<file path="src/rtl/net_sync_pkg.sv">
// net_sync_pkg: shared tags, field widths, TX state enum and W0/W1 helpers.
// Used by net_sync_ctrl and net_sync_rx.
package net_sync_pkg;

   localparam int X_W    = 11;
   localparam int Y_W    = 11;
   localparam int DIR_W  = 9;
   localparam int STAT_W = 2;
   localparam int SEQ_W  = 4;

   localparam logic [1:0] TAG_W0 = 2'b10;
   localparam logic [1:0] TAG_W1 = 2'b11;

   typedef enum logic [1:0] {
      ST_IDLE,
      ST_SNAP,
      ST_SEND0,
      ST_SEND1
   } tx_state_t;

   typedef struct packed {
      logic [X_W-1:0]    x;
      logic [Y_W-1:0]    y;
      logic [DIR_W-1:0]  dir;
      logic [STAT_W-1:0] stat;
   } player_t;

   function automatic logic [31:0] pack_w0(
      input logic [SEQ_W-1:0] seq,
      input logic [X_W-1:0]   x,
      input logic [Y_W-1:0]   y
   );
      return {TAG_W0, seq, 4'b0, x, y};
   endfunction

   function automatic logic [31:0] pack_w1(
      input logic [SEQ_W-1:0]  seq,
      input logic [STAT_W-1:0] stat,
      input logic [DIR_W-1:0]  dir
   );
      return {TAG_W1, seq, 15'b0, stat, dir};
   endfunction

   function automatic logic [1:0] word_tag(input logic [31:0] w);
      return w[31:30];
   endfunction

   function automatic logic [SEQ_W-1:0] word_seq(input logic [31:0] w);
      return w[29:26];
   endfunction

   function automatic logic [X_W-1:0] w0_x(input logic [31:0] w);
      return w[21:11];
   endfunction

   function automatic logic [Y_W-1:0] w0_y(input logic [31:0] w);
      return w[10:0];
   endfunction

   function automatic logic [STAT_W-1:0] w1_stat(input logic [31:0] w);
      return w[10:9];
   endfunction

   function automatic logic [DIR_W-1:0] w1_dir(input logic [31:0] w);
      return w[8:0];
   endfunction

endpackage

</file>
<file path="src/rtl/net_sync_rx.sv">
// net_sync_rx: parses W0/W1 words, commits opponent state atomically and
// runs the link watchdog. Ports: clk/rst, frame_edge, rx word, opp_*, link_up.
module net_sync_rx
   import net_sync_pkg::*;
#(
   parameter int         LINK_TIMEOUT = 30,
   parameter logic [10:0] OPP_RST_X   = 11'd320,
   parameter logic [10:0] OPP_RST_Y   = 11'd320
) (
   input  logic              clk_in,
   input  logic              rst_in_n,
   input  logic              frame_edge,
   input  logic              rx_valid,
   input  logic [31:0]       rx_data,
   output logic [X_W-1:0]    opp_x_out,
   output logic [Y_W-1:0]    opp_y_out,
   output logic [DIR_W-1:0]  opp_dir_out,
   output logic [STAT_W-1:0] opp_stat_out,
   output logic              link_up_out
);

   localparam int CNT_W = $clog2(LINK_TIMEOUT + 1);
   localparam logic [CNT_W-1:0] CNT_MAX = CNT_W'(LINK_TIMEOUT);

   logic             sh_valid;
   logic [SEQ_W-1:0] sh_seq;
   logic [X_W-1:0]   sh_x;
   logic [Y_W-1:0]   sh_y;
   logic [CNT_W-1:0] frame_cnt;
   logic             is_w0;
   logic             is_w1;
   logic             commit;

   always_comb begin
      is_w0  = rx_valid && (word_tag(rx_data) == TAG_W0);
      is_w1  = rx_valid && (word_tag(rx_data) == TAG_W1);
      commit = is_w1 && sh_valid && (word_seq(rx_data) == sh_seq);
   end

   // Any W1 consumes the shadow, matched or not.
   always_ff @(posedge clk_in or negedge rst_in_n) begin
      if (!rst_in_n) begin
         sh_valid <= 1'b0;
         sh_seq   <= '0;
         sh_x     <= '0;
         sh_y     <= '0;
      end else if (is_w0) begin
         sh_valid <= 1'b1;
         sh_seq   <= word_seq(rx_data);
         sh_x     <= w0_x(rx_data);
         sh_y     <= w0_y(rx_data);
      end else if (is_w1) begin
         sh_valid <= 1'b0;
      end
   end

   always_ff @(posedge clk_in or negedge rst_in_n) begin
      if (!rst_in_n) begin
         opp_x_out    <= OPP_RST_X;
         opp_y_out    <= OPP_RST_Y;
         opp_dir_out  <= '0;
         opp_stat_out <= '0;
      end else if (commit) begin
         opp_x_out    <= sh_x;
         opp_y_out    <= sh_y;
         opp_dir_out  <= w1_dir(rx_data);
         opp_stat_out <= w1_stat(rx_data);
      end
   end

   // Starts saturated so the link reads down until the first commit.
   always_ff @(posedge clk_in or negedge rst_in_n) begin
      if (!rst_in_n) begin
         frame_cnt <= CNT_MAX;
      end else if (commit) begin
         frame_cnt <= '0;
      end else if (frame_edge && (frame_cnt != CNT_MAX)) begin
         frame_cnt <= frame_cnt + 1'b1;
      end
   end

   assign link_up_out = (frame_cnt < CNT_MAX);

endmodule

</file>
<file path="src/rtl/net_sync_ctrl.sv">
// net_sync_ctrl: per-frame player snapshot sent as a W0/W1 word pair, plus
// RX opponent state. Optional macro NET_SYNC_LOOPBACK_EN feeds TX into RX.
module net_sync_ctrl
   import net_sync_pkg::*;
#(
   parameter int          LINK_TIMEOUT = 30,
   parameter logic [10:0] OPP_RST_X    = 11'd320,
   parameter logic [10:0] OPP_RST_Y    = 11'd320
) (
   input  logic              clk_in,
   input  logic              rst_in_n,
   input  logic              vsync_in,
   input  logic [X_W-1:0]    player_x_in,
   input  logic [Y_W-1:0]    player_y_in,
   input  logic [DIR_W-1:0]  direction_in,
   input  logic [STAT_W-1:0] game_stat_in,
   output logic              tx_valid_out,
   output logic [31:0]       tx_data_out,
   input  logic              tx_ready_in,
   input  logic              rx_valid_in,
   input  logic [31:0]       rx_data_in,
   output logic [X_W-1:0]    opp_x_out,
   output logic [Y_W-1:0]    opp_y_out,
   output logic [DIR_W-1:0]  opp_dir_out,
   output logic [STAT_W-1:0] opp_stat_out,
   output logic              link_up_out,
   output logic [7:0]        overrun_cnt_out
);

   tx_state_t        state;
   tx_state_t        state_nx;
   logic             vsync_q;
   logic             frame_edge;
   logic             pend;
   logic             pend_nx;
   logic             ovr_inc;
   logic [SEQ_W-1:0] seq;
   player_t          snap;
   logic             rx_valid;
   logic [31:0]      rx_data;

   always_ff @(posedge clk_in or negedge rst_in_n) begin
      if (!rst_in_n) vsync_q <= 1'b0;
      else           vsync_q <= vsync_in;
   end

   assign frame_edge = vsync_in & ~vsync_q;

   always_comb begin
      state_nx     = state;
      pend_nx      = pend;
      ovr_inc      = 1'b0;
      tx_valid_out = 1'b0;
      tx_data_out  = '0;
      // A busy FSM parks one edge; a second one is lost and counted.
      if (state != ST_IDLE && frame_edge) begin
         if (pend) ovr_inc = 1'b1;
         else      pend_nx = 1'b1;
      end
      unique case (state)
         ST_IDLE: begin
            if (frame_edge || pend) begin
               state_nx = ST_SNAP;
               pend_nx  = pend & frame_edge;
            end
         end
         ST_SNAP: state_nx = ST_SEND0;
         ST_SEND0: begin
            tx_valid_out = 1'b1;
            tx_data_out  = pack_w0(seq, snap.x, snap.y);
            if (tx_ready_in) state_nx = ST_SEND1;
         end
         ST_SEND1: begin
            tx_valid_out = 1'b1;
            tx_data_out  = pack_w1(seq, snap.stat, snap.dir);
            if (tx_ready_in) state_nx = ST_IDLE;
         end
      endcase
   end

   always_ff @(posedge clk_in or negedge rst_in_n) begin
      if (!rst_in_n) begin
         state           <= ST_IDLE;
         pend            <= 1'b0;
         seq             <= '0;
         overrun_cnt_out <= '0;
         snap            <= '0;
      end else begin
         state <= state_nx;
         pend  <= pend_nx;
         if (state == ST_SEND1 && tx_ready_in) seq <= seq + 1'b1;
         if (ovr_inc && overrun_cnt_out != 8'hFF)
            overrun_cnt_out <= overrun_cnt_out + 1'b1;
         if (state == ST_SNAP)
            snap <= '{player_x_in, player_y_in, direction_in, game_stat_in};
      end
   end

`ifdef NET_SYNC_LOOPBACK_EN
   assign rx_valid = tx_valid_out & tx_ready_in;
   assign rx_data  = tx_data_out;
`else
   assign rx_valid = rx_valid_in;
   assign rx_data  = rx_data_in;
`endif

   net_sync_rx #(
      .LINK_TIMEOUT (LINK_TIMEOUT),
      .OPP_RST_X    (OPP_RST_X),
      .OPP_RST_Y    (OPP_RST_Y)
   ) u_rx (
      .clk_in       (clk_in),
      .rst_in_n     (rst_in_n),
      .frame_edge   (frame_edge),
      .rx_valid     (rx_valid),
      .rx_data      (rx_data),
      .opp_x_out    (opp_x_out),
      .opp_y_out    (opp_y_out),
      .opp_dir_out  (opp_dir_out),
      .opp_stat_out (opp_stat_out),
      .link_up_out  (link_up_out)
   );

endmodule
</file>
<file path="config.mk">
export PLATFORM = sky130hd
export DESIGN_NAME = net_sync_ctrl
export DESIGN_NICKNAME = d
export VERILOG_FILES = /design/src/rtl/net_sync_pkg.sv /design/src/rtl/net_sync_rx.sv /design/src/rtl/net_sync_ctrl.sv
export SDC_FILE = /design/constraint.sdc
export NUM_CORES = 1
export LEC_CHECK = 0
export ABC_AREA = 1
export BUFFER_PORTS_ARGS = -buffer_cell sky130_fd_sc_hd__buf_2
export CAP_MARGIN = 5
export CORE_MARGIN = 2
export CORE_UTILIZATION = 30
export CTS_CLUSTER_SIZE = 10
export DETAILED_ROUTE_END_ITERATION = 8
export PLACE_DENSITY = 0.49
export SETUP_SLACK_MARGIN = 0.05
export SLEW_MARGIN = 15
export SYNTH_ARGS = -nofsm -noshare
export SYNTH_HDL_FRONTEND = slang
export SYNTH_SLANG_ARGS = --single-unit
</file>
<file path="constraint.sdc">
create_clock -name clk_in -period 2.1 [get_ports clk_in]
set_clock_uncertainty 0.1 [all_clocks]
set_input_delay 0.21 -clock clk_in [delete_from_list [all_inputs] [get_ports clk_in]]
set_output_delay 0.21 -clock clk_in [all_outputs]
set_load 0.01 [all_outputs]
</file>
# Word level (Yosys, flattened, before mapping)

Index checks and enable logic that the tools add are counted.

Bits in registers: 114
Logic and storage cells: 66
Input port bits: 70
Output and inout bits: 75

Reductions and logical operators: 15
Bitwise logic cells: 3
Order comparisons: 1
$add $sub $neg: 3
Equality and inequality tests: 11
Mux-type cells: 15

Operators with widths:

| kind                                                | count |
|---|---|
| case mux 32 bit (2 select lines)                    | 1 |
| two-way mux 5 bit                                   | 2 |
| adder 8 x 1 -> 8 bit, second input constant         | 1 |
| equality test 2 bit, second input constant          | 4 |
| logical AND 1 bit                                   | 8 |
| two-way mux 1 bit                                   | 8 |
| != test 8 bit, second input constant                | 1 |
| case mux 2 bit (4 select lines)                     | 1 |
| two-way mux 2 bit                                   | 3 |
| != test 2 bit, second input constant                | 3 |
| nonzero test 2 bit                                  | 3 |
| adder 5 x 1 -> 5 bit, second input constant         | 1 |
| less-than comparator 5 bit, second input constant   | 1 |
| != test 5 bit, second input constant                | 1 |
| adder 4 x 1 -> 4 bit, second input constant         | 1 |
| equality test 4 bit                                 | 1 |
| AND reduction 3 bit                                 | 1 |
| bitwise AND 1 bit                                   | 2 |
| equality test 2 x 1 -> 1 bit, second input constant | 1 |
| logical NOT 2 bit                                   | 1 |
| OR reduction 2 bit                                  | 1 |
| logical OR 1 bit                                    | 1 |
| NOT 1 bit                                           | 1 |

# Longest topological paths before layout

Gate-level depths: netlist (run 1).

Depth after elaboration: 6
Mapped depth: 8
Mapped depth without buffers: 8

# Modules after synthesis

Synthesis (run 1) repeated with hierarchy kept, for this count alone.

Cells, all modules: 570
Area, all modules: 5267.6 µm²

Modules (own cells, without submodules):

| module        | sequential area each (µm²) | area an instance (µm²) | instances | cells an instance |
|---|---|---|---|---|
| net_sync_rx   | 1636.6                     | 2808.9                 | 1         | 283 |
| net_sync_ctrl | 1226.2                     | 2458.6                 | 1         | 287 |

# Worst setup path after synthesis (run 1)

Ideal clock, no wire load.

Path kind: register to register
Start point: reg state[1]
End point: reg snap[26] (netlist name)
Setup slack: 0.526 ns
Period minus slack after synthesis: 1.574 ns
Cell stages (with the launch flop): 6
Data required time: 1.875 ns
Library setup time: 0.125 ns
Arrival time: 1.349 ns
Buffers on the path: 2
Cells stage by stage: dfrtp_1 > inv_1 > ha_1 > buf_2 > buf_2 > mux2_2

Cells in the longest elaborated chain, start to end: 1

RTL lines:

| item                         | line                | source |
|---|---|---|
| from (decl)                  | net_sync_ctrl.sv:30 | `tx_state_t state;` |
| from (signal assigned)       | net_sync_ctrl.sv:89 | `state <= state_nx;` |
| equality test 2 x 1 -> 1 bit | net_sync_ctrl.sv:94 | `if (state == ST_SNAP)` |
| to (signal assigned)         | net_sync_ctrl.sv:95 | `snap <= '{player_x_in, player_y_in, direction_in, game_stat_in};` |
| to (decl)                    | net_sync_ctrl.sv:38 | `player_t snap;` |

No other way between the ends.
A chain may end at the register's enable or synchronous reset.

# Worst setup path after layout (run 1)

Start point: reg state[0]
End point: out tx_data_out[0]

Cells in the longest elaborated chain, start to end: 2
Elaborated cells on any way between the ends: 3
Classes of those cells: eq/ne (2); mux (1)

RTL lines:

| item                               | line                | source |
|---|---|---|
| equality test 2 bit                | net_sync_ctrl.sv:60 | `unique case (state)` |
| case mux 32 bit (2 select lines) * | net_sync_ctrl.sv:60 |  |
| to (decl)                          | net_sync_ctrl.sv:18 | `output logic [31:0] tx_data_out,` |

Every way passes the cells marked *; elsewhere a longest branch is shown, timed or not.

==> flow_summary_export.csv, run 1 <==
group,metric,value,unit
clocking,htreeDepth,4,
clocking,cts_buffers,17,
worst_setup_path,critPathKind,"reg2out",
synthesis,ys_ff_latch,114,
sta,fmax,496,MHz
die,dieHeight,136,um
pwr,pwr-share-clk,0.319,
die,fp.dieW,136,um
routing,vias,4717,
die,core.rowCount,48,
routing,drt_iter0_drc,184,
grt,grt_max_degree,58,
clocking,clock_sinks,114,
pwr,comb_power_share,0.321,
die,io_pins,145,
sta,rsz0062_at_grt,"true",
die,start_util,0.305,
worst_setup_path,rr_startpoint,"u_rx.sh_seq[3]",
worst_setup_path,r2r-end,"u_rx.opp_dir_out[1]",
clocking,insertion_delay,0.41,ns
synthesis,synth_cells,609,
pwr,intPower,0.00606,W
synthesis,seq_area_frac_synth,0.546,
grt,grt_overflow_total,0,
routing,wl_per_cell,13.1,um
clocking,root_buffer,"clkbuf_16",
sta,period_needed,2.02,ns
synthesis,netlist.area_leader.share,0.506,
pwr,power_leakage,4.09,nW
synthesis,synth_edf_count,0,
pwr,switching_power,0.00304,W
pwr,peakVddDrop,0.632,mV
place,portBuffers,136,
synthesis,async_flop_share,1.00,
grt,grt_pass1_vias,4672,
clocking,clk_pin_slew,0.06,ns
sta,fin_crit_sh,0.960,
routing,wl,13800,um
worst_setup_path,r2r_slack,0.32,ns
die,die-area,18500,sq um
pwr,swShare,0.334,
pwr,power,0.00910,W
pwr,pwr_density_cell,1210,nW/um^2
sta,setup_violations,0,
grt,antenna_found_initial,0,
layout,syn_to_final_growth,43.1,%
synthesis,synth_common_cells,"nand2_1 (192), dfrtp_1 (106), inv_1 (89), o21ai_0 (42), nand4_1 (38)",
synthesis,syn-cell-area,5240,sq um
worst_setup_path,worstPathRequired,1.79,ns
layout,fill_cells,1721,
routing,drc,0,
routing,ant_nets,0,
clocking,cts_buffer_depth,2,
clocking,cts_tree,"yes",
synthesis,synthFlopType,"dfrtp_1",
die,core,17200,sq um
synthesis,yosys_warnings,0,
routing,viasPerCell,4.48,
worst_setup_path,endpoint_kind,"output port",
job,max-cap-violations,0,
worst_setup_path,cp_data_arrival_time,1.71,ns
sta,tns,0,ns
synthesis,syn_avg_cell_area,8.61,sq um
synthesis,synth_top_area_cell,"dfrtp_1",
synthesis,synth_cell_types,30,
pwr,p_seq_frac,0.359,
worst_setup_path,worst_r2r_path_depth,6,
grt,grt_pass1_wl,22400,um
layout,n_antenna_cell,0,
worst_setup_path,crit_path_start_kind,"flop",
worst_setup_path,crit_path_end,"tx_data_out[0]",
layout,layout-drive-gt1-share,0.270,
worst_hold_path,holdCritPathClass,"in2async",
synthesis,synth.most_common_cell,"nand2_1",
layout,fin_nets,894,
sta,final-hold-violation-count,0,
synthesis,synth_area_leaders,"dfrtp_1 (51%), nand2_1 (14%), inv_1 (6.4%)",
routing,dr.pass1.iters,4,
place,dp_hpwl,9180,um
worst_setup_path,setup.worst_path.start,"state[0]",
run_status,outcome,"finished clean",
place,gp_routability_congestion,0.770,
worst_setup_path,critPathMaxFanout,6,
sta,slew_viol_final,0,
grt,grt_usage,0.154,
## sequential cells by signal (all words and copies together) (netlist names), 2 cells and up
signal             count
u_rx.frame_cnt         5
seq                    4
overrun_cnt_out        8
snap                  33
u_rx.sh_seq            4
u_rx.opp_dir_out       9
state                  2
u_rx.sh_y             11
u_rx.sh_x             11
u_rx.opp_x_out        11
u_rx.opp_y_out        11
u_rx.opp_stat_out      2
## logic make-up after synthesis
kind of cell / synth area share
AO/OA/AOI/OAI: 0.0673
XOR/XNOR: 0.0100
adder cells (fa/ha/maj): 0.0239
buffers and inverters: 0.101
flip-flops: 0.546
multiplexers: 0.0236
other: 0.000715
AND/OR/NAND/NOR: 0.228
## area by class of cell
class | instances | area, sq um | share of cell area
timing repair buffer | 213 | 1450 | 0.193
clock buffer | 29 | 571 | 0.0761
multi-input combinational | 374 | 1930 | 0.257
inverter | 92 | 355 | 0.0474
clock inverter | 3 | 40.0 | 0.00534
sequential | 114 | 2870 | 0.382
timing repair inverter | 2 | 15.0 | 0.00200
tap | 225 | 282 | 0.0375
## worst max-delay path, stage by stage (launching register included)
cell        delay (ns)
dfrtp_2           0.46
inv_4             0.09
ha_4              0.20
clkinvlp_4        0.22
o22ai_2           0.16
buf_2             0.16
## through the flow
step           worst slack, ns  area (sq um)  instances  hold WS, ns   util
5_1_grt                 0.0215          7500       1052        0.199  0.437
2_1_floorplan            0.526          5250        612       -0.186      -
3_5_place_dp             0.292          6140        952       0.0651  0.358
4_1_cts                 0.0390          7450       1051        0.182  0.434
3_3_place_gp             0.348          6140        952       0.0671  0.358
6_report                0.0847          7500       1052        0.164  0.437
## worst min path at each step
stage                               to  depth (start not counted)
global placement              snap[23]                          1
finish                        snap[23]                          2
floorplan           overrun_cnt_out[0]                          0
CTS                           snap[23]                          2
detailed placement            snap[23]                          1
global route                  snap[23]                          2
## power by group through the flow
stage | Combinational (W) | Sequential [W] | Clock (W)
after floorplan | 0.00168 | 0.00325 | 0
after global placement | 0.00258 | 0.00324 | 0
after detailed placement | 0.00266 | 0.00327 | 0
final | 0.00292 | 0.00327 | 0.00291
after global routing | 0.00328 | 0.00335 | 0.00308
after CTS | 0.00287 | 0.00326 | 0.00299
## what timing repair did
action	in CTS	in global routing
buffers inserted	1	1
gates resized for setup	9	9
pin swaps	0	1
hold buffers	64	0
hold endpoints to repair	99	0
setup endpoints to repair	25	24
cloned	2	0
## layout by cell type (no fill, tap or decap), types with 6 or more instances in the layout
master,synthesis,final
nand2_1,192,192
buf_2,17,135
dfrtp_1,106,104
inv_1,89,86
dlygate4sd3_1,0,64
o21ai_0,42,42
nand4_1,38,38
nor2_1,23,23
clkbuf_16,0,17
nand3_1,14,14
buf_4,5,12
mux2_2,11,11
o21ai_1,10,10
clkbuf_8,0,10
ha_1,10,8
dfstp_2,8,8
o22ai_2,0,6
## layer usage
layer | wire (um) | vias to the layer above | track usage
li1 | - | 2319 | -
met1 | 6210 | 2281 | 0.193
met2 | 6900 | 104 | 0.256
met3 | 509 | 13 | 0.0399
met4 | 201 | 0 | 0.0579
met5 | 0 | - | 0
(Power assumes the default switching activity.)
==> run 2, diff against run 1 <==
- ABC_AREA: 1 -> unset
==> flow_summary_export.csv, run 2 <==
group,metric,value,unit
synthesis,syn_avg_cell_area,14.4,sq um
sta,whs,0.0387,ns
die,core.rowCount,46,
sta,period_needed,2.00,ns
clocking,cts_buffer_depth,2,
pwr,pwr_density_cell,1240,nW/um^2
clocking,clk_pin_slew,0.05,ns
layout,fin_nets,635,
layout,regMostFlops,"snap",
grt,grt_pass1_vias,3605,
layout,syn_to_final_growth,44.4,%
clocking,root_buffer,"clkbuf_16",
sta,slew_viol_final,0,
routing,drt_iter0_drc,146,
sta,fmax,501,MHz
worst_setup_path,crit_path_start_kind,"input pin",
layout,design_area,7090,sq um
grt,antenna_found_initial,0,
worst_setup_path,critPathKind,"in2reg",
layout,final_common_cell,"buf_2",
die,fp.dieW,132,um
pwr,peakVddDrop,0.541,mV
sta,rsz0062_at_grt,"false",
routing,ant_nets,0,
routing,viasPerCell,4.32,
layout,multi_input_area,1930,sq um
synthesis,yosys_warnings,0,
synthesis,synth_cells,342,
clocking,cts_tree,"yes",
synthesis,async_flop_share,1.00,
worst_setup_path,cp_data_arrival_time,2.18,ns
synthesis,syn-cell-area,4910,sq um
layout,seq_area,2860,sq um
routing,dr.max_layer_used,"met4",
grt,grt_overflow_total,0,
routing,m1WireLength,4870,um
routing,drc,0,
layout,largest_reg_flops,33,
sta,setup_violations,0,
synthesis,synth_edf_count,0,
place,dp_hpwl,7080,um
layout,fin_util,0.445,
grt,grt_max_degree,47,
place,gp_routability_congestion,0.735,
job,max-cap-violations,0,
synthesis,synth_top_area_cell,"dfrtp_1",
synthesis,ys_ff_latch,114,
place,portBuffers,136,
routing,met2_length,4960,um
worst_setup_path,worstPathRequired,2.29,ns
sta,fin_crit_sh,0.950,
sta,final-hold-violation-count,0,
grt,grt_pass1_wl,17900,um
layout,n_antenna_cell,0,
clocking,clock_sinks,114,
synthesis,synthFlopType,"dfrtp_1",
worst_setup_path,critPathMaxFanout,31,
run_status,outcome,"finished clean",
clocking,htreeDepth,4,
layout,layout_common_cells,"buf_2 (135), dfrtp_1 (106), mux2_2 (82)",
layout,fill_cells,1505,
clocking,cts_setup_buffers,0,
routing,wl,10600,um
synthesis,synth_area_leaders,"dfrtp_1 (54%), mux2_2 (19%), mux2_4 (4.6%)",
clocking,cts_buffers,17,
place,placedInstanceArea,5890,sq um
pwr,power_leakage,3.48,nW
die,io_pins,145,
layout,layout-drive-gt1-share,0.511,
worst_setup_path,endpoint_kind,"flop",
die,start_util,0.308,
routing,vias,3386,
die,dieHeight,132,um
synthesis,seq_area_frac_synth,0.583,
die,core,15900,sq um
grt,grt_usage,0.128,
routing,dr.pass1.iters,4,
sta,tns,0,ns
die,die-area,17400,sq um
synthesis,netlist.area_leader.share,0.540,
routing,met3_length,660,um
routing,wl_per_cell,13.6,um
synthesis,synth.most_common_cell,"dfrtp_1",
worst_hold_path,holdCritPathClass,"in2reg",
synthesis,synth_common_cells,"dfrtp_1 (106), mux2_2 (82), and2_1 (15), mux2_4 (15), a22o_1 (11)",
clocking,insertion_delay,0.40,ns
synthesis,synth_cell_types,34,
## run 2: cell types whose count changed in the layout (fill, tap and decap cells not counted), moves of 10 or more
cell	change
nand4_1	-31
nor2_1	-20
o21ai_0	-40
and2_1	+15
inv_1	-79
a22o_1	+11
mux2_2	+71
o21ai_1	-10
mux2_4	+15
nand2_1	-182
## run 2: worst max-delay path, stage by stage
cell and delay, ns:
dlygate4sd3_1 0.53, buf_2 0.14, xnor2_1 0.13, nand3_1 0.09, or4_4 0.56, buf_12 0.20, mux2_4 0.31
## run 2: worst paths after layout
kind	to	startpoint	slack [ns]	depth (start not counted)
setup / recovery	u_rx.opp_dir_out[1]	rx_data_in[26]	0.10	7
hold / removal	u_rx.sh_valid	rx_valid_in	0.04	4
setup reg to reg	u_rx.opp_dir_out[1]	u_rx.sh_seq[2]	0.17	5
hold reg to reg	seq[3]	seq[3]	0.38	1
max in group asynchronous	u_rx.frame_cnt[2]	rst_in_n	0.92	3
min in group asynchronous	overrun_cnt_out[6]	rst_in_n	0.21	2
## run 2: report_power, final
group	internal [W]	switching, W	leakage, nW
sequential	0.00292	0.000411	1.40
clock	0.00169	0.00103	0.264
combinational	0.00152	0.00120	1.81
total	0.00613	0.00264	3.48
## run 2: cell type report
| type | count | area share |
|---|---|---|
| clock buffers | 20 | 0.0644 |
| well taps | 216 | 0.0381 |
| multi-input cells | 205 | 0.272 |
| clock inverters | 12 | 0.0154 |
| repair buffers | 210 | 0.203 |
| flip-flops and latches | 114 | 0.404 |
| inverters | 7 | 0.00371 |
## run 2: layer usage
layer  vias up  track usage
met5         -            0
met4         0       0.0489
met3        12       0.0488
met2        99        0.202
met1      1649        0.159
li1       1626            -
## run 2: kinds of logic after synthesis
kind of cell	Yosys count	synth area share
buffers and inverters	26	0.0285
xor gates and xnor gates	11	0.0196
other	1	0.000764
adders and majority gates	10	0.0255
DFF	114	0.583
and+or+nand+nor	58	0.0680
muxes	99	0.238
AOI/OAI and AO/OA	23	0.0364
## run 2: per-stage QoR
| step | worst slack, ns | cells | power (W) |
|---|---|---|---|
| 6_report | 0.104 | 784 | 0.00877 |
| 5_1_grt | 0.0397 | 784 | 0.00935 |
| 4_1_cts | 0.0668 | 784 | 0.00889 |
| 3_5_place_dp | 0.144 | 690 | 0.00600 |
| 3_3_place_gp | 0.170 | 690 | 0.00592 |
| 2_1_floorplan | 0.168 | 345 | 0.00504 |
## run 2: what timing repair did
| action | 4_1_cts | 5_1_grt |
|---|---|---|
| hold buffers | 62 | 0 |
| gates resized for setup | 1 | 4 |
| hold endpoints to repair | 103 | 0 |
| endpoints found under the setup margin | 7 | 25 |
==> run 3, diff against run 2 <==
- SYNTH_HIERARCHICAL: unset -> 1
==> flow_summary_export.csv, run 3 <==
group,metric,value,unit
sta,whs,0.0229,ns
grt,grt_pass1_vias,3705,
die,io_pins,145,
die,core.rowCount,46,
grt,grt_max_degree,44,
sta,setup_violations,0,
die,fp.dieW,132,um
synthesis,synth_cells,340,
sta,slew_headroom,0.662,
die,start_util,0.308,
layout,fin_nets,636,
routing,drc,0,
sta,final-hold-violation-count,0,
clocking,clock_sinks,114,
layout,layout-drive-gt1-share,0.511,
synthesis,seq_area_frac_synth,0.584,
worst_setup_path,crit_chain,"dlygate4sd3_1 > buf_2 > xnor2_1 > nand3_1 > or4_4 > buf_12 > mux2_4",
routing,dr.max_layer_used,"met4",
clocking,cts_tree,"yes",
sta,fmax,503,MHz
worst_setup_path,path_delay_family,"buffers and inverters",
pwr,peakVddDrop,0.601,mV
worst_setup_path,r2r_slack,0.16,ns
run_status,outcome,"finished clean",
grt,grt_usage,0.131,
clocking,htreeDepth,4,
routing,ant_nets,0,
worst_setup_path,worstPathRequired,2.29,ns
layout,fill_cells,1502,
clocking,cts_buffer_depth,2,
routing,wl,10600,um
grt,grt_pass1_wl,18200,um
job,max-cap-violations,0,
clocking,cts_buffers,17,
synthesis,synth_edf_count,0,
sta,max_slew.worst_pin.slew,0.507,ns
synthesis,synth_top_area_cell,"dfrtp_1",
worst_setup_path,slowest_delay,0.56,ns
synthesis,synthFlopType,"dfrtp_1",
place,portBuffers,136,
worst_setup_path,crit_path_start_kind,"input pin",
die,dieHeight,132,um
die,core,15900,sq um
worst_setup_path,cp_data_arrival_time,2.18,ns
sta,period_needed,1.99,ns
layout,n_antenna_cell,0,
routing,viasPerCell,4.29,
synthesis,syn_avg_cell_area,14.4,sq um
worst_setup_path,slowest_stage,"or4_4",
synthesis,netlist.area_leader.share,0.541,
worst_hold_path,holdCritPathClass,"in2reg",
die,die-area,17400,sq um
grt,grt_overflow_total,0,
pwr,power,0.00906,W
layout,regMostFlops,"snap",
synthesis,ys_ff_latch,114,
routing,m1WireLength,4780,um
synthesis,synth_area_leaders,"dfrtp_1 (54%), mux2_2 (18%), mux2_4 (4.9%)",
layout,final_common_cell,"buf_2",
place,dp_hpwl,7180,um
sta,slew_viol_final,0,
pwr,power_leakage,3.52,nW
clocking,clk_pin_slew,0.05,ns
layout,syn_to_final_growth,46.2,%
layout,largest_reg_flops,33,
synthesis,syn-cell-area,4910,sq um
routing,dr.pass1.iters,4,
synthesis,synth_common_cells,"dfrtp_1 (106), mux2_2 (78), mux2_4 (16), and2_1 (15), nand2_1 (14)",
worst_setup_path,endpoint_kind,"flop",
routing,drt_iter0_drc,70,
worst_setup_path,critPathMaxFanout,26,
sta,tns,0,ns
layout,layout_common_cells,"buf_2 (136), dfrtp_1 (106), mux2_2 (78)",
routing,wl_per_cell,13.4,um
routing,met3_length,724,um
worst_setup_path,critPathKind,"in2reg",
routing,vias,3369,
synthesis,synth_cell_types,37,
sta,fin_crit_sh,0.946,
clocking,root_buffer,"clkbuf_16",
place,gp_routability_congestion,0.712,
clocking,insertion_delay,0.41,ns
routing,met2_length,4880,um
pwr,pwr_density_cell,1260,nW/um^2
synthesis,async_flop_share,1.00,
worst_setup_path,critPathBufInv,3,
sta,rsz0062_at_grt,"false",
synthesis,yosys_warnings,6,
grt,antenna_found_initial,0,
synthesis,synth.most_common_cell,"dfrtp_1",
==> run 3: changes by cell type after synthesis, sizes merged, moves of 3 or more <==
cell	before	now
nand2	10	14
buf	9	15
xnor2	9	12
clkbuf	10	4
nor2	4	7
nor2b	8	5
==> run 3: metal layers <==
metal,vias up,global-route usage
li1,1618,-
met1,1637,0.160
met2,101,0.209
met3,13,0.0538
met4,0,0.0507
met5,-,0
==> run 3: cells by family (layout without fill, tap and decap cells) <==
kind of cell             after synthesis  after routing  synth area share
other                                  1              4          0.000764
AO/OA/AOI/OAI                         19             19            0.0334
flip-flops                           114            114             0.584
AND/OR/NAND/NOR                       62             62            0.0719
buffers and inverters                 24            251            0.0281
multiplexers                          96             96             0.233
adder cells (fa/ha/maj)                9              9            0.0230
XOR/XNOR                              15             15            0.0268
==> run 3: metrics by stage <==
stage | std cells | utilization | area (sq um) | setup slack, ns
global placement | 685 | 0.368 | 5870 | 0.160
floorplan | 343 | - | 4920 | 0.168
CTS | 783 | 0.448 | 7140 | 0.0609
global route | 786 | 0.450 | 7170 | 0.0560
detailed placement | 685 | 0.368 | 5870 | 0.158
finish | 786 | 0.450 | 7170 | 0.113
==> run 3: what timing repair did <==
action	4_1_cts	5_1_grt
cloned	0	1
resized for setup	0	5
setup endpoints to repair	11	22
hold buffers	63	0
endpoints found under the hold margin	103	0
setup buffers	3	2
==> run 3: power breakdown <==
part | total [W] | switching [W] | internal, W
clock | 0.00300 | 0.000983 | 0.00201
sequential | 0.00333 | 0.000411 | 0.00292
combinational | 0.00273 | 0.00118 | 0.00155
total | 0.00906 | 0.00258 | 0.00648
==> run 3: area by class of cell <==
cell class / instances / area [sq um] / area share
multi-input combinational: 205 / 1920 / 0.268
clock buffer: 23 / 458 / 0.0639
tap: 216 / 270 / 0.0377
clock inverter: 9 / 155 / 0.0216
sequential: 114 / 2860 / 0.399
timing repair buffer: 214 / 1490 / 0.207
inverter: 5 / 18.8 / 0.00262
==> run 3: worst paths after layout <==
kind,from,to,depth (start not counted)
hold / removal,tx_ready_in,seq[2],3
hold reg to reg,seq[3],seq[3],1
min in group asynchronous,rst_in_n,overrun_cnt_out[3],2
setup reg to reg,u_rx/sh_seq[2],u_rx/opp_dir_out[7],5
max in group asynchronous,rst_in_n,u_rx/opp_x_out[8],3
setup / recovery,rx_data_in[29],u_rx/opp_dir_out[7],7
==> run 3: worst reg2reg max path: stages, from the launching register on <==
cell and delay (ns):
dfrtp_1 0.39, xnor2_1 0.16, nand3_1 0.10, or4_4 0.56, buf_12 0.20, mux2_4 0.32
